[src/rtl/stump_shift_pkg.sv]
// Shared definitions for the Stump multi-bit shift sequencer:
// shift operation encodings, sequencer state enum and default widths.
package stump_shift_pkg;

  localparam int DEF_WIDTH = 16;
  localparam int DEF_CNT_W = 4;

  localparam logic [1:0] SHIFT_NONE = 2'b00;
  localparam logic [1:0] SHIFT_ASR  = 2'b01;
  localparam logic [1:0] SHIFT_ROR  = 2'b10;
  localparam logic [1:0] SHIFT_RRC  = 2'b11;

  typedef enum logic [1:0] {
    IDLE  = 2'b00,
    SHIFT = 2'b01,
    DONE  = 2'b10
  } state_t;

endpackage

[src/rtl/stump_shift_seq_step.sv]
// Single-bit Stump shift step (purely combinational).
// none: value passes, carry 0. ASR/ROR/RRC shift right by one;
// the bit shifted out becomes the carry.
module stump_shift_seq_step
  import stump_shift_pkg::*;
#(
  parameter int WIDTH = DEF_WIDTH
) (
  input  logic [WIDTH-1:0] i_operand,
  input  logic             i_c_in,
  input  logic [1:0]       i_op,
  output logic [WIDTH-1:0] o_result,
  output logic             o_c_out
);

  // Select the fill bit for the vacated MSB according to the operation
  always_comb begin
    o_result = i_operand;
    o_c_out  = 1'b0;
    case (i_op)
      SHIFT_ASR: begin
        o_result = {i_operand[WIDTH-1], i_operand[WIDTH-1:1]};
        o_c_out  = i_operand[0];
      end
      SHIFT_ROR: begin
        o_result = {i_operand[0], i_operand[WIDTH-1:1]};
        o_c_out  = i_operand[0];
      end
      SHIFT_RRC: begin
        o_result = {i_c_in, i_operand[WIDTH-1:1]};
        o_c_out  = i_operand[0];
      end
      default: begin
        o_result = i_operand;
        o_c_out  = 1'b0;
      end
    endcase
  end

endmodule

[src/rtl/stump_shift_seq.sv]
// Stump multi-bit shift sequencer: iterates the single-bit shift step
// once per clock (twice per clock when STUMP_SHIFT_SEQ_DUAL_EN is defined),
// threading the carry between steps.
//
// Handshake: start is accepted only in IDLE, where operand/c_in/shift_op/count
// are sampled. busy is high from the cycle after acceptance through the done
// cycle inclusive. done pulses for one cycle and result/c_out are valid in
// that cycle, then held until the next accepted start. start while busy is
// ignored.
//
// Optional feature macro: STUMP_SHIFT_SEQ_DUAL_EN.
module stump_shift_seq
  import stump_shift_pkg::*;
#(
  parameter int WIDTH = DEF_WIDTH,
  parameter int CNT_W = DEF_CNT_W
) (
  input  logic             clk,
  input  logic             rst,
  input  logic             start,
  input  logic [WIDTH-1:0] operand,
  input  logic             c_in,
  input  logic [1:0]       shift_op,
  input  logic [CNT_W-1:0] count,
  output logic             busy,
  output logic             done,
  output logic [WIDTH-1:0] result,
  output logic             c_out,
  output state_t           dbg_state
);

  state_t           r_state;
  state_t           w_next_state;
  logic [WIDTH-1:0] r_acc;
  logic             r_carry;
  logic [1:0]       r_op;
  logic [CNT_W-1:0] r_rem;
  logic [WIDTH-1:0] r_result;
  logic             r_c_out;

  logic             w_direct;
  logic             w_last;
  logic [WIDTH-1:0] w_s1_res;
  logic             w_s1_c;
  logic [WIDTH-1:0] w_step_res;
  logic             w_step_c;
  logic [CNT_W-1:0] w_step_dec;

  // A none-op or zero count needs no shifting and finishes straight away
  assign w_direct = (shift_op == SHIFT_NONE) || (count == '0);

  stump_shift_seq_step #(.WIDTH(WIDTH)) u_step1 (
    .i_operand (r_acc),
    .i_c_in    (r_carry),
    .i_op      (r_op),
    .o_result  (w_s1_res),
    .o_c_out   (w_s1_c)
  );

`ifdef STUMP_SHIFT_SEQ_DUAL_EN
  logic [WIDTH-1:0] w_s2_res;
  logic             w_s2_c;
  logic             w_use_two;

  stump_shift_seq_step #(.WIDTH(WIDTH)) u_step2 (
    .i_operand (w_s1_res),
    .i_c_in    (w_s1_c),
    .i_op      (r_op),
    .o_result  (w_s2_res),
    .o_c_out   (w_s2_c)
  );

  // Two steps per cycle unless only one step remains (odd final step)
  always_comb begin
    w_use_two  = (r_rem != CNT_W'(1));
    w_step_res = w_use_two ? w_s2_res : w_s1_res;
    w_step_c   = w_use_two ? w_s2_c   : w_s1_c;
    w_step_dec = w_use_two ? CNT_W'(2) : CNT_W'(1);
    w_last     = (r_rem <= CNT_W'(2));
  end
`else
  // One step per cycle
  always_comb begin
    w_step_res = w_s1_res;
    w_step_c   = w_s1_c;
    w_step_dec = CNT_W'(1);
    w_last     = (r_rem == CNT_W'(1));
  end
`endif

  // State register
  always_ff @(posedge clk or posedge rst) begin
    if (rst) r_state <= IDLE;
    else     r_state <= w_next_state;
  end

  // Next-state logic; SHIFT is entered only with rem >= 1 so rem never wraps
  always_comb begin
    w_next_state = r_state;
    case (r_state)
      IDLE:    if (start) w_next_state = w_direct ? DONE : SHIFT;
      SHIFT:   if (w_last) w_next_state = DONE;
      DONE:    w_next_state = IDLE;
      default: w_next_state = IDLE;
    endcase
  end

  // Datapath: latch on accepted start, shift in SHIFT, capture result on entry to DONE
  always_ff @(posedge clk or posedge rst) begin
    if (rst) begin
      r_acc    <= '0;
      r_carry  <= 1'b0;
      r_op     <= SHIFT_NONE;
      r_rem    <= '0;
      r_result <= '0;
      r_c_out  <= 1'b0;
    end else begin
      case (r_state)
        IDLE: begin
          if (start) begin
            r_acc   <= operand;
            r_carry <= c_in;
            r_op    <= shift_op;
            r_rem   <= count;
            if (w_direct) begin
              r_result <= operand;
              r_c_out  <= (shift_op == SHIFT_NONE) ? 1'b0 : c_in;
            end
          end
        end
        SHIFT: begin
          r_acc   <= w_step_res;
          r_carry <= w_step_c;
          r_rem   <= r_rem - w_step_dec;
          if (w_last) begin
            r_result <= w_step_res;
            r_c_out  <= w_step_c;
          end
        end
        default: begin
          r_acc <= r_acc;
        end
      endcase
    end
  end

  assign busy      = (r_state != IDLE);
  assign done      = (r_state == DONE);
  assign result    = r_result;
  assign c_out     = r_c_out;
  assign dbg_state = r_state;

endmodule

[config.mk]
export PLATFORM = sky130hd
export DESIGN_NAME = stump_shift_seq
export DESIGN_NICKNAME = d
export VERILOG_FILES = /design/src/rtl/stump_shift_pkg.sv /design/src/rtl/stump_shift_seq_step.sv /design/src/rtl/stump_shift_seq.sv
export SDC_FILE = /design/constraint.sdc
export NUM_CORES = 1
export LEC_CHECK = 0
export ABC_AREA = 1
export BUFFER_PORTS_ARGS = -buffer_cell sky130_fd_sc_hd__buf_2
export CORE_ASPECT_RATIO = 0.9
export CORE_MARGIN = 1
export CORE_UTILIZATION = 30
export DETAILED_ROUTE_END_ITERATION = 16
export SYNTH_ARGS = -nofsm -noshare
export SYNTH_HDL_FRONTEND = slang
export SYNTH_HIERARCHICAL = 1
export SYNTH_SLANG_ARGS = --single-unit
export TNS_END_PERCENT = 20
[constraint.sdc]
create_clock -name clk -period 4.1 [get_ports clk]
set_input_delay 0.41 -clock clk [delete_from_list [all_inputs] [get_ports clk]]
set_output_delay 0.41 -clock clk [all_outputs]
set_load 0.01 [all_outputs]
# ---- After elaboration in Yosys (flattened, before gate mapping)
# Index checks and enable logic that the tools add are counted.
dict set report totals {
  regBits 42
  inputBits 26
  output_inout_bits 21
  word_cells 49
}
dict set report classes {
  n_addsub 1
  n_eq_ne 9
  muxes 21
  reduce_logical 11
}
# op n
set ops {}
lappend ops {{two-way mux 16 bit} 4}
lappend ops {{one-hot mux 16 bit (2 select lines)} 2}
lappend ops {{one-hot mux 16 bit (3 select lines)} 1}
lappend ops {{one-hot mux 4 bit (2 select lines)} 1}
lappend ops {{== test 2 bit, second input constant} 3}
lappend ops {{two-way mux 1 bit} 6}
lappend ops {{two-way mux 2 bit} 3}
lappend ops {{!= test 2 bit, second input constant} 3}
lappend ops {{AND reduction 2 bit} 3}
lappend ops {{== test 2 x 1 -> 1 bit, second input constant} 2}
lappend ops {{== test 4 x 1 -> 1 bit, second input constant} 1}
lappend ops {{logical NOT 2 bit} 2}
lappend ops {{logical NOT 4 bit} 1}
lappend ops {{two-way mux 4 bit} 1}
lappend ops {{one-hot mux 1 bit (2 select lines)} 2}
lappend ops {{one-hot mux 2 bit (2 select lines)} 1}
lappend ops {{AND reduction 4 bit} 1}
lappend ops {{nonzero test 2 bit} 2}
lappend ops {{subtractor 4 x 1 -> 4 bit, second input constant} 1}
lappend ops {{OR reduction 3 bit} 1}
lappend ops {{logical OR 1 bit} 1}

# ---- Depth between registers and ports, before layout
# Gate-level depths: netlist of run 1.
dict set report depth {
  ltp_word 5
  depth_mapped 9
  ltp_nobuf 8
}

# ---- By module
# The synthesis of run 1 kept the hierarchy.
# module n_inst cells_each area_each_um2 seq_area_each_um2
set by_module_without_submodules {}
lappend by_module_without_submodules {stump_shift_seq 1 265 2040.7 1051.0}
lappend by_module_without_submodules {stump_shift_seq_step 1 57 250.2 0.0}

# ---- Worst setup path before layout of run 1
# Ideal clock, no wire load.
dict set report synth_timing {
  kind {flip-flop to flip-flop}
  startpoint {reg r_rem[1]}
  endpoint {reg r_c_out, in the netlist c_out}
  setup_time_ns 0.117
  t_arrival_ns 1.220
  t_required_ns 3.983
  slack_ns 2.762
  stages_incl_launch_ff 9
  n_path_buf 1
  synth_period_minus_slack_ns 1.338
  path_cell_list {dfrtp_1 -> inv_1 -> ha_1 -> nand3_1 -> nand2_4 -> nand3_4 -> buf_4 -> nand2_1 -> nand2_1}
}
dict set report synth_between {
  elab_chain_cells 3
}
# item line
set synth_rtl {}
lappend synth_rtl {{start: declaration} stump_shift_seq.sv:37} ;# logic [CNT_W-1:0] r_rem;
lappend synth_rtl {{start signal: assignment} stump_shift_seq.sv:124} ;# r_rem <= count;
lappend synth_rtl {{start signal: assignment} stump_shift_seq.sv:134} ;# r_rem <= r_rem - w_step_dec;
lappend synth_rtl {{== test 4 x 1 -> 1 bit} stump_shift_seq.sv:87} ;# w_last = (r_rem == CNT_W'(1));
lappend synth_rtl {{!= test 2 bit (no source line)} --}
lappend synth_rtl {{AND reduction 4 bit (no source line)} --}
lappend synth_rtl {{end signal: assignment} stump_shift_seq.sv:127} ;# r_c_out <= (shift_op == SHIFT_NONE) ? 1'b0 : c_in;
lappend synth_rtl {{end signal: assignment} stump_shift_seq.sv:137} ;# r_c_out <= w_step_c;
lappend synth_rtl {{end: declaration} stump_shift_seq.sv:39} ;# logic r_c_out;
# No other way between the ends.
# A chain may end at the register's enable or synchronous reset.

# ---- Worst setup path after layout of run 1
dict set report layout_timing {
  startpoint {reg r_state[1], in the netlist dbg_state[1]}
  endpoint {reg r_result[10], in the netlist result[10]}
}
dict set report layout_between {
  elab_chain_cells 3
  elab_cells_between_ends 8
  cone_classes {eq/ne: 4; mux: 1; reduce/logical: 3}
}
# item line
set layout_rtl {}
lappend layout_rtl {{start: declaration} stump_shift_seq.sv:32} ;# state_t r_state;
lappend layout_rtl {{start signal: assignment} stump_shift_seq.sv:94} ;# else r_state <= w_next_state;
lappend layout_rtl {{== test 2 x 1 -> 1 bit / logical NOT 2 bit (equally long branches)} stump_shift_seq.sv:118} ;# case (r_state)
lappend layout_rtl {{!= test 2 bit (no source line) / nonzero test 2 bit (equally long branches)} --}
lappend layout_rtl {{AND reduction 4 bit (no source line)} --}
lappend layout_rtl {{end signal: assignment} stump_shift_seq.sv:126} ;# r_result <= operand;
lappend layout_rtl {{end signal: assignment} stump_shift_seq.sv:136} ;# r_result <= w_step_res;
lappend layout_rtl {{end: declaration} stump_shift_seq.sv:38} ;# logic [WIDTH-1:0] r_result;
# Parallel ways exist; a longest one is shown, timed or not.

==> results.txt, run 1 <==
The library cell contributing the largest single delay on the critical path is sky130_fd_sc_hd__inv_1. The run gives 1.54 nW as the standby leakage power. STA classifies the critical path endpoint as a flop.

Sum of negative setup slack: 0 ns. The number of global-route vias before repair was 1982; the number of warnings issued by yosys was 6. The number of nets produced by synthesis is 350, and the height of the die is 84.9 um. Counting every instance in the synthesized netlist gives 322. The antenna diode instance count was 0; the reg-to-reg setup timing slack was 2.06 ns.

During placement, the flow inserted port buffers numbering 46. Arithmetic-cell share of the synthesized area counting full adders, half adders and majority gates: 1.09%. Broken down by cell family, the worst path's largest delay share belongs to buffers and inverters. The share of synthesized area spent on multiplexers was 0%. Walking the worst path, the cells encountered are inv_2 > o21ai_2 > buf_4 > inv_1 > nand3_4 > nand2_1 > nand2_1. Clock-pin slew was measured on the worst setup and hold paths at 0.08 ns. The remaining design rule violation count was 0; the routed wire length was 5600 um. The length in cells of the worst reg-to-reg path was 7. In this run the deepest clock path goes through 2 buffers. For this run, the number of standard cells in the final layout without fillers is 457.

The endpoint of the worst register-to-register path was result[10]. The tools report the area of the die as 7990 um2. The die width was 94.1 um; the mean number of vias per cell was 4.44. The largest single stage delay on the critical path is 0.57 ns.

The run gives 0 as the final hold violation count. Setup repair after global routing left no endpoint under its margin. The number of nets still failing antenna checks after routing is 0.

Clock tree synthesis found a total of 42 sinks. Once placement completed, the tool counted placed cells totaling 450. The synthesized netlist devotes 3.50% of its cell area to compound gates. The tools report the category of the worst setup path launch point as a flop. For the final weighted congestion in routability-driven placement, the log shows 0.723. Counting flops and latches in the post-synthesis netlist gives 42.

Across the VDD grid, the largest voltage drop is 0.231 mV. The starting utilization of the core area was 31.7%; the required time of the worst setup path was 4.28 ns. Cells fill 36.5% of the core in the end. In this run the tightest slew margin relative to its limit is 39.8%. The average size of a mapped cell was 7.11 um2. Ratio of total power to cell area: 824 nW/um2.

Worst hold-check path type: in2async. Row count: 29. Buffers inserted during clock tree synthesis total 5. Dividing the detail-routed wire length by the instance count gives 12.3 um. The run gives 0 as the buffers inserted during post-CTS setup optimization.

The design draws 0.00217 W. The number of max-slew violations in the final report is 0. For the number of resized instances in the post-cts repair step, the log shows 0.

The critical setup path kind is reg2reg. Across the run, the number of max-cap violations was 0. Hold repair after CTS inserted 0 buffers. The final route contains 2030 vias. The flow ran to the end, and the final reports show no timing, DRC or antenna violations. The wire length of the first global-routing pass was 9400 um; the iteration-0 DRC count of the detailed router was 119. The layout-stage area growth over the synthesis result is 15.0%. The fraction of synthesized cell area in xor and xnor cells is 0%, and the largest net degree at the start of global routing is 43. The tree is rooted in a sky130_fd_sc_hd__clkbuf_8.

The length of the first detailed-routing pass in iterations is 4, and the half-perimeter wire length of the detailed placement result is 3720 um. The most numerous cell type found on the critical path is sky130_fd_sc_hd__nand2_1. Once placement finished, the instance area stood at 2560 um2. In the finished design, the share of the clock period the worst path needs comes to 49.8%. After global routing the overflow that remains totals 0.

The post-route cell area was 2630 um2; the time the worst path needs with I/O delays and setup was 2.04 ns. TritonCTS built the clock tree. Of all nets on the critical path, the largest fanout is 23.

The placeable core region was 7220 um2; the data arrival at the endpoint of the critical path was 2.22 ns. The tools report the latest clock arrival within the worst-skew pair as 0.29 ns. For the pin with the worst max-slew slack, the measured transition is 0.902 ns. The count of distinct cell types in the synthesized netlist is 22. The I/O pin count was 47; the worst setup skew after layout was 0.00590 ns.

The overall global routing resource usage was 14.9%; the critical path buffer and inverter count was 3. The H-tree generated during clock tree synthesis spans 2 levels. Summing the sequential cell areas from Yosys gives 45.9% of the chip area. The share of synthesized cell area in and, or, nand and nor gates is 42.8%, and the number of antenna violations at the first check in global routing is 0. Of the cells placed in the final design, the portion with a size suffix greater than 1 is 17.9%. For the highest clock frequency the design can meet, the log shows 490 MHz.

For this run, the post-layout net count is 392. The synthesized netlist occupies a cell area of 2290 um2. Main combinational cell family by area after synthesis: simple AND/OR/NAND/NOR gates. The startpoint identified for the worst register-to-register timing path is dbg_state[1]. Total setup violations reported at the end of the flow: 0.
[final cells by class]
| type | count | area [um2] |
|---|---|---|
| sequential | 42 | 1050 |
| inverter | 16 | 60.1 |
| timing repair buffer | 48 | 245 |
| tap | 93 | 116 |
| clock buffer | 7 | 76.3 |
| multi-input combinational | 251 | 1080 |
| fill | 760 | 4590 |
[cells in the final DEF, fill, tap and decap left out]
master,netlist,routed
sky130_fd_sc_hd__nor2_2,1,1
sky130_fd_sc_hd__nor2_1,8,8
sky130_fd_sc_hd__clkbuf_8,0,5
sky130_fd_sc_hd__nand4_1,1,1
sky130_fd_sc_hd__nand2_4,2,2
sky130_fd_sc_hd__nor2_4,1,1
sky130_fd_sc_hd__nand3_4,2,2
sky130_fd_sc_hd__nand3_1,26,26
sky130_fd_sc_hd__ha_1,2,2
sky130_fd_sc_hd__o21ai_0,8,8
sky130_fd_sc_hd__a21oi_4,1,1
sky130_fd_sc_hd__buf_2,7,46
sky130_fd_sc_hd__clkbuf_1,0,2
sky130_fd_sc_hd__buf_4,3,2
sky130_fd_sc_hd__nand2_2,1,1
sky130_fd_sc_hd__o21a_1,1,1
sky130_fd_sc_hd__o21ai_2,1,1
sky130_fd_sc_hd__a21boi_0,1,1
sky130_fd_sc_hd__inv_1,13,13
sky130_fd_sc_hd__dfrtp_1,42,42
sky130_fd_sc_hd__nand2_1,195,195
sky130_fd_sc_hd__inv_2,3,3
[layer usage]
metal / vias up / track usage (%) / wire length, um
met5: - / 0 / 0
met4: 0 / 4.20 / 50
met3: 5 / 3.14 / 204
met2: 45 / 24.2 / 2570
met1: 907 / 20.1 / 2780
li1: 1073 / - / -
[cell usage after synthesis, drive strengths merged]
| cell type | instances | area (um2) |
|---|---|---|
| nand3 | 28 | 165 |
| nand4 | 1 | 6.26 |
| ha | 2 | 25.0 |
| a21oi | 1 | 16.3 |
| o21a | 1 | 7.51 |
| buf | 13 | 95.1 |
| o21ai | 9 | 48.8 |
| inv | 16 | 60.1 |
| dfrtp | 42 | 1050 |
| nand2 | 198 | 761 |
| a21boi | 1 | 7.51 |
| nor2 | 10 | 47.6 |
[sequential cells by signal (all words and copies together) (netlist names)]
signal,flops
dbg_state,2
r_carry,1
result,16
r_acc,16
r_op,2
r_rem,4
c_out,1
[worst max path at each step]
stage / from / end / slack [ns] / cells past startpoint
3_5_place_dp: start / result[10] / 2.04 / 7
3_3_place_gp: start / c_out / 2.12 / 7
2_1_floorplan: rst / c_out / 2.72 / 1
5_1_grt: dbg_state[1] / result[15] / 1.88 / 7
4_1_cts: dbg_state[1] / result[10] / 2.04 / 7
6_report: dbg_state[1] / result[10] / 2.06 / 7
[power breakdown]
part	leakage, nW	total, W	switching [W]	internal (W)
clock network	0.0383	0.000255	0.000138	0.000118
registers	0.528	0.000747	0.000138	0.000609
logic	0.973	0.00117	0.000793	0.000377
[cell families after synthesis]
kind of cell             Yosys count
AO/OA/AOI/OAI                     12
adder cells (fa/ha/maj)            2
buffers and inverters             29
flip-flops                        42
AND/OR/NAND/NOR                  237
[worst min-delay path, cell delays in order]
cell and delay (ns):
sky130_fd_sc_hd__buf_2 0.09, sky130_fd_sc_hd__inv_1 0.04, sky130_fd_sc_hd__buf_4 0.45
[metrics by stage]
stage / setup slack, ns / hold WS [ns]
6_report: 2.06 / 0.245
5_1_grt: 1.88 / 0.294
4_1_cts: 2.04 / 0.267
3_5_place_dp: 2.04 / 0.464
3_3_place_gp: 2.12 / 0.462
2_1_floorplan: 2.72 / 0.465
Note: power is estimated with default switching activity, not from simulation.
==> run 2, diff against run 1 <==
ABC_AREA = 0   (was 1)
clock period = 1.7 ns   (was 4.1 ns; I/O delays follow)
==> run 2 against run 1 <==
Effect of this change:
- clock skew up 0.00094 ns
- global-route usage down 2.2 points
- sequential power rose to 2.5 times the previous value
- critical path type unchanged
==> results.txt, run 2 <==
The flow ran to the end, and the final reports show no timing, DRC or antenna violations. For this configuration, the core starts out at a cell density of 31.4%. Of all nets on the critical path, the largest fanout is 7. The depth of the worst hold-timing path was 2. The signal on the critical path passes through inv_2 > ha_4 > nand4bb_1 > a221oi_4 > buf_6 > mux2_2. The analysis attributes to net switching a power of 0.00201 W. At the worst endpoint, the arrival time is 1.88 ns. The iteration-0 DRC count of the detailed router was 59. The path with the worst hold slack has its endpoint at r_op[0]. The run gives 0 as the number of antenna violations at the first check in global routing. In the routed layout, each cell is associated on average with a via count of 4.49.

Measured in cells, the most critical reg-to-reg path has a length of 6. After technology mapping, the gate count stands at 193. The commonest cells after synthesis are sky130_fd_sc_hd__dfrtp_1 (42), sky130_fd_sc_hd__mux2i_1 (26), sky130_fd_sc_hd__mux2_2 (21). The reg-to-reg setup timing slack was 0.0004 ns; the latest clock arrival within the worst-skew pair was 0.29 ns. Setup violations remaining at the end of the flow were counted as 0.

The tools report the buffer type at the clock tree root as sky130_fd_sc_hd__clkbuf_8. The cell area that synthesis handed to floorplanning was 2230 um2. The post-synthesis async set-or-reset flop share works out to 100%. After floorplanning, the core was divided into 29 placement rows. Ranked by total cell area, the synthesized netlist is headed by sky130_fd_sc_hd__dfrtp_1 (47%), sky130_fd_sc_hd__mux2i_1 (12%), sky130_fd_sc_hd__mux2_2 (11%).

The worst hold path begins at shift_op[0]. The wire length of the first global-routing pass was 7730 um; the length of the first detailed-routing pass in iterations was 4. The tools report the endpoint kind of the worst setup timing path as a flop. Setup repair after global routing could not meet its margin everywhere. Post-synthesis cell type with the largest combined area: sky130_fd_sc_hd__dfrtp_1. In this run the number of H-tree levels came out at 2.

The ratio of total power to cell area is 1980 nW/um2. Yosys printed 6 warnings. The analysis attributes to cell leakage a power of 1.32 nW. Max-cap violations in this run came to 0. Yosys instantiated no cell more often than sky130_fd_sc_hd__dfrtp_1.

Net switching is 36.0% of the power. Internal power contribution: 0.00357 W. The worst hold-check path type was in2reg. The setup slack at placement is -0.0589 ns. Leaving out fill and tap cells, the most frequent cells in the layout are sky130_fd_sc_hd__buf_2 (46), sky130_fd_sc_hd__dfrtp_1 (42), sky130_fd_sc_hd__mux2i_1 (26), sky130_fd_sc_hd__mux2_2 (19), sky130_fd_sc_hd__buf_4 (17). The filler cells instantiated in the layout total 726.

After layout, the minimum clock period comes to 1.70 ns. The largest individual stage delay along the critical path comes from the cell sky130_fd_sc_hd__dfrtp_1. In this run the biggest area consumer among cell types represents 47.1% of the synthesized area. The setup slack of the critical path after layout came out at 0.000436 ns. In this run the critical register-to-register path is launched from r_rem[1]. For this block, the routed nets add up to 4530 um of wire. The clock net in this run drives a total of 42 sinks.

Sum of negative setup slack: 0 ns. Cells with a size suffix above 1 make up 43.8% of the layout. The tools report the number of nets produced by synthesis as 221. The worst setup path is launched from a flop. Required time of the worst setup path: 1.88 ns.

TritonCTS built the clock tree. Headroom to the max-slew limit came out at 76.7%. The final hold violation count is 0, and the number of nets still failing antenna checks after routing is 0. The layer flagged by global routing as most heavily used is met2. Clock slew at the register clock pins of the worst setup and hold paths: 0.08 ns. The delay of the slowest cell on the worst path was 0.39 ns. The share of total power dissipated in the clock network is 14.0%. The number of global-route vias before repair was 1608.

Dividing the final minimum period by the clock period gives 100%. The die covers 7790 um2. The routed layout has 1566 vias. The number of enable flip-flop cells after synthesis came out at 0.

Sequential cells were found to cover 47.1% of the synthesized design area. The met3 layer usage reported by global route is 3.10%. The area growth from synthesis to layout is 26.0%. The overall global routing resource usage is 12.7%, and the I/O pin count is 47. The synthesized netlist contains 34 unique library cells. The critical setup path kind was reg2reg.

For the final database, setup skew stands at 0.00685 ns. The tools report the endpoint of the worst register-to-register path as result[13]. Counting along the longest clock path gives a buffer depth of 2. In the final routed layout, each cell accounts on average for 13.0 um.

The finished cells cover 2810 um2. The net count of the finished layout is 283. Sequential cells account for 33.7% of the total power. The average instance in the mapped netlist occupies 11.6 um2. For the number of max-slew violations in the final report, the log shows 0. In the global route stage, met2 resource usage came out at 19.9%.

The number of clock buffers added by TritonCTS is 5. The congestion estimate from routability-driven global placement came to 0.737. The run gives 0.494 mV as the worst IR drop on VDD.

The tools report the antenna diode instance count as 0. The dominant register cell in the synthesized netlist was sky130_fd_sc_hd__dfrtp_1. After global routing the overflow that remains totals 0. Height of the die: 83.8 um. The measured slew at the worst slew-check pin was 0.347 ns; the largest net degree at the start of global routing was 43. The met1 capacity usage during global routing was 17.3%; the number of synthesized register bits was 42. Summed over all nets, the half-perimeter wirelength after detailed placement is 3340 um. The remaining design rule violation count was 0; the standard cell area after detailed placement was 2680 um2.

For the relative contribution of combinational cells to total power, the log shows 52.3%. The highest clock frequency the design can meet is 588 MHz. In this run the tool buffered the top-level ports with 46 buffer cells. The library cell used most frequently in the layout, excluding fill and tap cells, is sky130_fd_sc_hd__buf_2.

The die width came out at 92.9 um. After floorplanning, the core was sized to cover 7110 um2.
run 2: power groups by stage:
| stage | clock [W] | sequential [W] | combinational, W |
|---|---|---|---|
| final | 0.000782 | 0.00188 | 0.00291 |
| after floorplan | 0 | 0.00195 | 0.00202 |
| after CTS | 0.000809 | 0.00189 | 0.00296 |
| after detailed placement | 0 | 0.00190 | 0.00293 |
| after global routing | 0.000843 | 0.00196 | 0.00323 |
| after global placement | 0 | 0.00190 | 0.00288 |
run 2: worst max path at each step:
stage | from | end | slack (ns) | depth (start not counted)
after floorplan | r_rem[1] | c_out | -0.05 | 5
after global placement | count[2] | result[14] | -0.04 | 5
after detailed placement | count[2] | result[13] | -0.06 | 5
after CTS | r_rem[1] | result[15] | 0.003 | 6
after global routing | r_rem[1] | result[14] | -0.08 | 6
final | r_rem[1] | result[13] | 0.0004 | 6
run 2: per-stage QoR:
stage / instances / power (W) / util, % / hold WS [ns]
6_report: 349 / 0.00557 / 39.5 / 0.137
3_5_place_dp: 339 / 0.00483 / 37.6 / 0.225
2_1_floorplan: 193 / 0.00396 / - / 0.320
5_1_grt: 349 / 0.00603 / 39.5 / 0.143
3_3_place_gp: 339 / 0.00478 / 37.6 / 0.223
4_1_cts: 349 / 0.00566 / 39.5 / 0.129
run 2: routing by layer:
metal,up-vias,routed length [um]
met5,-,0
met4,0,62
met3,6,172
met1,739,2180
li1,791,-
met2,30,2110
run 2: repair_timing:
| item | CTS | global route |
|---|---|---|
| hold buffers | 1 | 0 |
| pin swaps | 1 | 0 |
| resized for setup | 1 | 1 |
| hold endpoints to repair | 42 | 0 |
| buffers inserted | 1 | 0 |
| setup endpoints to repair | 6 | 31 |
run 2: kinds of logic (layout without fill, tap and decap cells):
logic type / after synthesis / count (layout) / synth area share, %
flops: 42 / 42 / 47.1
simple gates: 30 / 30 / 7.57
mux: 56 / 56 / 28.3
buf+inv: 29 / 92 / 6.05
fa+ha+maj: 2 / 2 / 1.12
compound gates: 34 / 34 / 9.87
run 2: area by class of cell:
type	count	area, um2	share of cell area (%)
timing repair buffer	66	399	14.2
inverter	18	67.6	2.40
clock buffer	6	72.6	2.58
sequential	42	1050	37.4
clock inverter	2	37.5	1.33
multi-input combinational	122	1070	38.0
tap	93	116	4.14
run 2: worst max-delay path, delay by kind of cell, from the launching register on:
kind	cells	cell delay, ns
AO/OA/AOI/OAI	1	0.33
flip-flops	1	0.39
multiplexers	1	0.33
adder cells (fa/ha/maj)	1	0.13
AND/OR/NAND/NOR	1	0.15
buffers and inverters	2	0.26
